<file path="config.mk">
export PLATFORM = sky130hd
export DESIGN_NAME = instruction_sequencer
export DESIGN_NICKNAME = d
export VERILOG_FILES = /design/src/rtl/instruction_sequencer.sv
export SDC_FILE = /design/constraint.sdc
export NUM_CORES = 1
export LEC_CHECK = 0
export ABC_AREA = 0
export CAP_MARGIN = 5
export CORE_ASPECT_RATIO = 0.7
export CORE_MARGIN = 2
export CORE_UTILIZATION = 45
export DETAILED_ROUTE_END_ITERATION = 10
export PLACE_DENSITY = 0.88
export SLEW_MARGIN = 20
export SYNTH_ARGS = -nofsm -noshare
export SYNTH_HDL_FRONTEND = slang
export SYNTH_SLANG_ARGS = --single-unit
</file>
<file path="constraint.sdc">
create_clock -name clock -period 5.4 [get_ports clock]
set_input_delay 1.08 -clock clock [delete_from_list [all_inputs] [get_ports clock]]
set_output_delay 1.08 -clock clock [all_outputs]
set_load 0.01 [all_outputs]
</file>
<file path="src/rtl/instruction_sequencer.sv">
// Multicycle control FSM for the ARM-subset datapath: fetch, condition check, execute, memory,
// with a shared request/ready memory port and a retired-instruction counter.
module instruction_sequencer #(
    parameter int unsigned COUNTER_WIDTH = 32
) (
    input  logic                     clock,
    input  logic                     reset,
    input  logic [31:0]              instruction,
    input  logic [3:0]               alu_flags,
    input  logic                     memory_ready,
    output logic                     memory_request,
    output logic                     memory_write,
    output logic                     address_source,
    output logic                     instruction_enable,
    output logic                     program_counter_write,
    output logic                     program_counter_source,
    output logic [1:0]               register_source,
    output logic                     register_write,
    output logic [1:0]               immediate_source,
    output logic                     alu_source,
    output logic [1:0]               alu_control,
    output logic                     memory_to_register_file,
    output logic                     instruction_done,
    output logic [COUNTER_WIDTH-1:0] retired_count
);

    localparam int unsigned INSTR_WIDTH = 32;
    localparam int unsigned FLAG_WIDTH  = 4;

    localparam logic [1:0] FETCH   = 2'd0;
    localparam logic [1:0] DECODE  = 2'd1;
    localparam logic [1:0] EXECUTE = 2'd2;
    localparam logic [1:0] MEMORY  = 2'd3;

    logic [1:0]             state;
    logic [1:0]             state_next;
    logic [INSTR_WIDTH-1:0] ir;
    logic [FLAG_WIDTH-1:0]  flags;
    logic                   flags_write;

    logic [3:0] cond;
    logic [1:0] op;
    logic       imm_bit;
    logic [3:0] cmd;
    logic       s_bit;
    logic       rd_is_pc;
    logic       unused_ir_bits;

    assign cond           = ir[31:28];
    assign op             = ir[27:26];
    assign imm_bit        = ir[25];
    assign cmd            = ir[24:21];
    assign s_bit          = ir[20];
    assign rd_is_pc       = (ir[15:12] == 4'hF);
    assign unused_ir_bits = ^{ir[19:16], ir[11:0]};

    // ARM condition codes against the stored {N,Z,C,V}; 1111 never executes
    function automatic logic cond_pass(input logic [3:0] c, input logic [3:0] f);
        logic n, z, cy, v;
        {n, z, cy, v} = f;
        case (c)
            4'b0000: cond_pass = z;
            4'b0001: cond_pass = !z;
            4'b0010: cond_pass = cy;
            4'b0011: cond_pass = !cy;
            4'b0100: cond_pass = n;
            4'b0101: cond_pass = !n;
            4'b0110: cond_pass = v;
            4'b0111: cond_pass = !v;
            4'b1000: cond_pass = cy && !z;
            4'b1001: cond_pass = !cy || z;
            4'b1010: cond_pass = (n == v);
            4'b1011: cond_pass = (n != v);
            4'b1100: cond_pass = !z && (n == v);
            4'b1101: cond_pass = z || (n != v);
            4'b1110: cond_pass = 1'b1;
            default: cond_pass = 1'b0;
        endcase
    endfunction

    // data-processing command decode: writing commands and ALU operation
    logic       dp_write;
    logic       dp_cmp;
    logic [1:0] dp_alu;

    always_comb begin
        dp_write = 1'b0;
        dp_cmp   = 1'b0;
        dp_alu   = 2'b00;
        case (cmd)
            4'b0100: begin dp_write = 1'b1; dp_alu = 2'b00; end
            4'b0010: begin dp_write = 1'b1; dp_alu = 2'b01; end
            4'b0000: begin dp_write = 1'b1; dp_alu = 2'b10; end
            4'b1100: begin dp_write = 1'b1; dp_alu = 2'b11; end
            4'b1010: begin dp_cmp   = 1'b1; dp_alu = 2'b01; end
            default: ;
        endcase
    end

    always_ff @(posedge clock or negedge reset) begin
        if (!reset) begin
            state <= FETCH;
        end else begin
            state <= state_next;
        end
    end

    // next state and control outputs; everything forced low while reset is asserted
    always_comb begin
        state_next              = state;
        memory_request          = 1'b0;
        memory_write            = 1'b0;
        address_source          = 1'b0;
        instruction_enable      = 1'b0;
        program_counter_write   = 1'b0;
        program_counter_source  = 1'b0;
        register_source         = 2'b00;
        register_write          = 1'b0;
        immediate_source        = 2'b00;
        alu_source              = 1'b0;
        alu_control             = 2'b00;
        memory_to_register_file = 1'b0;
        instruction_done        = 1'b0;
        flags_write             = 1'b0;
        if (reset) begin
            case (state)
                FETCH: begin
                    memory_request = 1'b1;
                    if (memory_ready) begin
                        instruction_enable    = 1'b1;
                        program_counter_write = 1'b1;
                        state_next            = DECODE;
                    end
                end
                DECODE: begin
                    case (op)
                        2'b01: begin register_source = 2'b10; immediate_source = 2'b01; end
                        2'b10: begin register_source = 2'b01; immediate_source = 2'b10; end
                        default: ;
                    endcase
                    if (cond_pass(cond, flags)) begin
                        state_next = EXECUTE;
                    end else begin
                        instruction_done = 1'b1;
                        state_next       = FETCH;
                    end
                end
                EXECUTE: begin
                    case (op)
                        2'b00: begin
                            alu_source       = imm_bit;
                            alu_control      = dp_alu;
                            register_write   = dp_write;
                            flags_write      = dp_cmp || (s_bit && dp_write);
                            if (dp_write && rd_is_pc) begin
                                program_counter_write  = 1'b1;
                                program_counter_source = 1'b1;
                            end
                            instruction_done = 1'b1;
                            state_next       = FETCH;
                        end
                        2'b01: begin
                            alu_source       = 1'b1;
                            immediate_source = 2'b01;
                            register_source  = 2'b10;
                            state_next       = MEMORY;
                        end
                        2'b10: begin
                            register_source        = 2'b01;
                            immediate_source       = 2'b10;
                            alu_source             = 1'b1;
                            program_counter_write  = 1'b1;
                            program_counter_source = 1'b1;
                            instruction_done       = 1'b1;
                            state_next             = FETCH;
                        end
                        default: begin
                            instruction_done = 1'b1;
                            state_next       = FETCH;
                        end
                    endcase
                end
                MEMORY: begin
                    memory_request   = 1'b1;
                    address_source   = 1'b1;
                    memory_write     = !s_bit;
                    alu_source       = 1'b1;
                    immediate_source = 2'b01;
                    register_source  = 2'b10;
                    if (memory_ready) begin
                        register_write          = s_bit;
                        memory_to_register_file = s_bit;
                        instruction_done        = 1'b1;
                        state_next              = FETCH;
                    end
                end
                default: state_next = FETCH;
            endcase
        end
    end

    // instruction register, flags register and retired counter
    always_ff @(posedge clock or negedge reset) begin
        if (!reset) begin
            ir            <= '0;
            flags         <= '0;
            retired_count <= '0;
        end else begin
            if (instruction_enable) begin
                ir <= instruction;
            end
            if (flags_write) begin
                flags <= alu_flags;
            end
            if (instruction_done) begin
                retired_count <= retired_count + COUNTER_WIDTH'(1);
            end
        end
    end

endmodule

</file>
# [After elaboration in Yosys (flattened, before gate mapping)]
# Index checks and enable logic that the tools add are counted.
[word_totals] ram_bits=0 mem_bits_ro=0 latch_bits=0 output_inout_bits=48 mem_count=0 inputBits=39 regBits=70
[op_classes] muxes=51 bitwise_logic=0 n_addsub=1 mul=0 shift=0 n_eq_ne=28 div_mod_pow=0 n_lt_le_gt_ge=0 reduce_logical=22
[op_table] op="$eq A4 B4 Y1 const B" n=10
[op_table] op="$add A32 B1 Y32 const B" n=1
[op_table] op="$mux W1" n=29
[op_table] op="$eq A4 B3 Y1 const B" n=5
[op_table] op="$mux W2" n=9
[op_table] op="$pmux W2 S2" n=4
[op_table] op="$pmux W1 S15" n=1
[op_table] op="$eq A4 B2 Y1 const B" n=3
[op_table] op="$pmux W1 S2" n=5
[op_table] op="$logic_not A4 Y1" n=2
[op_table] op="$pmux W2 S4" n=1
[op_table] op="$reduce_or A2 Y1" n=4
[op_table] op="$eq A2 B2 Y1 const B" n=3
[op_table] op="$pmux W2 S3" n=1
[op_table] op="$logic_not A1 Y1" n=5
[op_table] op="$eq A2 B1 Y1 const B" n=2
[op_table] op="$eq A4 B1 Y1 const B" n=1
[op_table] op="$logic_and A1 B1 Y1" n=4
[op_table] op="$logic_not A2 Y1" n=2
[op_table] op="$ne A2 B2 Y1 const B" n=2
[op_table] op="$reduce_or A4 Y1" n=1
[op_table] op="$logic_or A1 B1 Y1" n=3
[op_table] op="$pmux W1 S3" n=1
[op_table] op="$reduce_and A3 Y1" n=1
[op_table] op="2 further kinds" n=2

# [Longest topological paths before layout]
[logic_depth] word_depth=8 mapped_depth=10 ltp_nobuf=7

# [Worst setup path before layout]
# OpenSTA, ideal clock, no wires.
[synth_path] path_kind="input-to-output" from="input port reset" to="output port program_counter_write" arrival_ns=2.080 n_path_buf=2 required_ns=4.320 path_stages=4 setup_slack_ns=2.240 path_cell_list="clkbuf_1 > nand3_1 > clkbuf_1 > o21ai_0"
[synth_via] elab_chain_len=1
[synth_rtl] element="start, declared" line="7" text="input logic reset,"
[synth_rtl] element="$mux W1" line="125" text="if (reset) begin"
[synth_rtl] element="end, declared" line="15" text="output logic program_counter_write,"
# No other way between the ends.

# [Worst setup path in the final report]
[layout_path] from="input port reset" to="output port instruction_done"
[layout_via] elab_chain_len=1
[layout_rtl] element="$mux W1" line="125"
[layout_rtl] element="end, declared" line="23" text="output logic instruction_done,"
# No other way between the ends.

==> results.py <==
metrics = {
    "clocking": {
        "clk_pin_slew_worst_paths_ns": 0.09,
        "cts_setup_buffers": 0,
        "cts_sinks": 54,
        "clockBufferDepth": 2,
        "h-tree-depth": 2,
        "clock_latency_ns": 0.31,
        "cts_resized": 0,
        "cts_hold_buffers": 0,
        "cts_tree": "built",
        "clockRootBuffer": "clkbuf_8",
        "numCtsBuffers": 5,
    },
    "global_routing": {
        "overflow": 0,
        "grt_pass1_vias": 2194,
        "grt_max_degree": 41,
        "grt_pass1_wl_um": 10600,
        "grt_antenna_before_repair": 0,
        "gr-usage-all-layers_pct": 18.5,
    },
    "placement": {
        "dp_slack_ns": 1.43,
        "placed_area_um2": 3690,
        "dpl.cell_count": 416,
        "dpl.hpwl_um": 4670,
        "port_buffers": 70,
        "routabilityCongestion": 0.937,
    },
    "timing": {
        "hold_ws_ns": 0.470,
        "final_hold_viol_count": 0,
        "finalCriticalPeriod_ns": 3.97,
        "rsz0062_at_grt": "no",
        "slew_viol_final": 0,
        "setup_slack_ns": 1.43,
        "relSlewSlack_pct": 43.7,
        "tightest_slew_ns": 0.837,
        "max_freq_mhz": 252,
        "setup_viol": 0,
        "finalSetupTns_ns": 0,
        "min_period_over_period_pct": 73.5,
        "fin_skew_ns": 0.00808,
    },
    "die": {
        "rows": 24,
        "core_um2": 6280,
        "start_util_pct": 47.0,
        "fp.dieH_um": 71.7,
        "io-pin-count": 87,
        "die_area_um2": 7230,
        "fp.dieW_um": 101,
    },
    "layout": {
        "design_area_um2": 3790,
        "syn2layout_area_growth_pct": 28.4,
        "final_cells": 424,
        "final_cell_mix": "69 x clkdlybuf4s50_1, 54 x dfrtp_1, 26 x xor2_1",
        "num_antenna_cells": 0,
        "layout_commonest_cell": "clkdlybuf4s50_1",
        "fill_cells": 543,
        "drive_gt1_share_pct": 11.8,
        "finalNetCount": 393,
    },
    "flow_run": {
        "maxCapViolCount": 0,
    },
    "synthesis": {
        "synth-seq-cells": 54,
        "syn-num-nets": 323,
        "async_reset_ff_share_pct": 100,
        "avgSynthCellArea_um2": 10.7,
        "ys.flop_type": "dfrtp_1",
        "syn_area_um2": 2950,
        "synth_cell_type_count": 41,
        "ys_warn_count": 0,
        "yosysSeqAreaShare_pct": 45.8,
        "synth_edf_count": 0,
        "netlist_instances": 275,
    },
    "power_and_ir_drop": {
        "power.density_nw_per_um2": 381,
        "vdd_drop_max_mv": 0.275,
        "leakage_uw": 0.00169,
    },
    "worst_setup_path": {
        "crit_type": "in2out",
        "path_buf_inv": 2,
        "cp-end-kind": "primary output",
        "slowest_stage": "clkdlybuf4s50_1",
        "crit_fanout": 27,
        "slowest_delay_ns": 0.64,
        "cp_top_family": "buffers and inverters",
        "cp.arrival_ns": 2.89,
        "worst_setup_path_start_kind": "input port",
        "required_ns": 4.32,
        "path_cells": "buf_2, nor2b_1, nand4_1, o22ai_1, clkdlybuf4s50_1",
    },
    "drt": {
        "wirelength_um": 6460,
        "vias": 2295,
        "first_iter_violations": 80,
        "vias_per_cell": 5.41,
        "postRouteAntennaNets": 0,
        "first_pass_iters": 4,
        "post_drt_wl_per_cell_um": 15.2,
        "drc": 0,
    },
    "status": {
        "outcome": "finished clean",
    },
    "hold_path": {
        "min_path_type": "reg2reg",
    },
}
worst register-to-register path, delay by kind of cell, from the launching register on:
| family | cells | cell delay (ns) |
|---|---|---|
| flip-flops | 1 | 0.48 |
| AND/OR/NAND/NOR | 2 | 0.82 |
| AO/OA/AOI/OAI | 3 | 0.81 |
| XOR/XNOR | 2 | 0.31 |
flip-flops by register name, indices dropped and copies added, names as in the netlist:
register	count
state	2
ir	16
retired_count	32
flags	4
stage by stage:
| step | total power, uW | util, % |
|---|---|---|
| floorplan | 1050 | - |
| global placement | 1180 | 58.9 |
| detailed placement | 1210 | 58.9 |
| CTS | 1450 | 60.3 |
| global route | 1550 | 60.3 |
| finish | 1440 | 60.3 |
final timing paths:
path,startpoint,endpoint,slack (ns),cells after the start
worst max-delay path,reset,instruction_done,1.43,5
min in group asynchronous,reset,ir[27],0.74,1
worst min register to register,retired_count[31],retired_count[31],0.47,1
worst max register to register,ir[30],retired_count[24],2.88,7
max in group asynchronous,reset,flags[1],3.75,2
worst min-delay path,retired_count[31],retired_count[31],0.47,1
routing by layer:
metal	up-vias	GRT usage, %	wire length (um)	share of wire (%)
li1	1111	-	-	-
met1	1129	27.6	3280	51
met2	50	27.9	2880	45
met3	5	3.32	241	3.7
met4	0	5.02	57	0.88
met5	-	0	0	0
Yosys cell counts, types with 3 or more instances:
cell	number	area (um^2)
o21ai_0	6	30.0
nand4b_1	3	26.3
nand4_1	6	37.5
nor4_2	5	62.6
nor2b_1	3	18.8
inv_1	13	48.8
nor3_1	11	55.1
xnor2_1	9	78.8
and4_1	3	26.3
and3_1	9	56.3
nand3_1	10	50.1
o22ai_1	4	25.0
nand2b_1	6	37.5
nand2_1	22	82.6
a21oi_1	7	35.0
nor4_1	4	25.0
xor2_1	26	228
nand3b_1	4	30.0
mux2_2	21	236
nor2_1	12	45.0
dfrtp_1	54	1350
buf_4	3	22.5
ha_1	9	113
report_power, final:
part | switching, uW | internal [uW] | total, uW
clock | 131 | 104 | 235
sequential | 116 | 498 | 614
combinational | 298 | 295 | 593
logic make-up after synthesis:
family	after synthesis	synth area share, %
flops	54	45.8
compound gates	26	5.77
xor+xnor	35	10.4
mux	22	8.36
buf+inv	22	3.78
simple gates	107	22.1
fa+ha+maj	9	3.82
area by class of cell:
class                   count  area (um^2)  area share [%]
clock inverters             1         5.00           0.132
repair buffers             72          711            18.8
clock buffers               7         86.3            2.28
inverters                  13         48.8            1.29
flip-flops and latches     54         1350            35.7
multi-input cells         199         1490            39.3
well taps                  78         97.6            2.58
No activity file was read; power rests on OpenSTA's default activity.
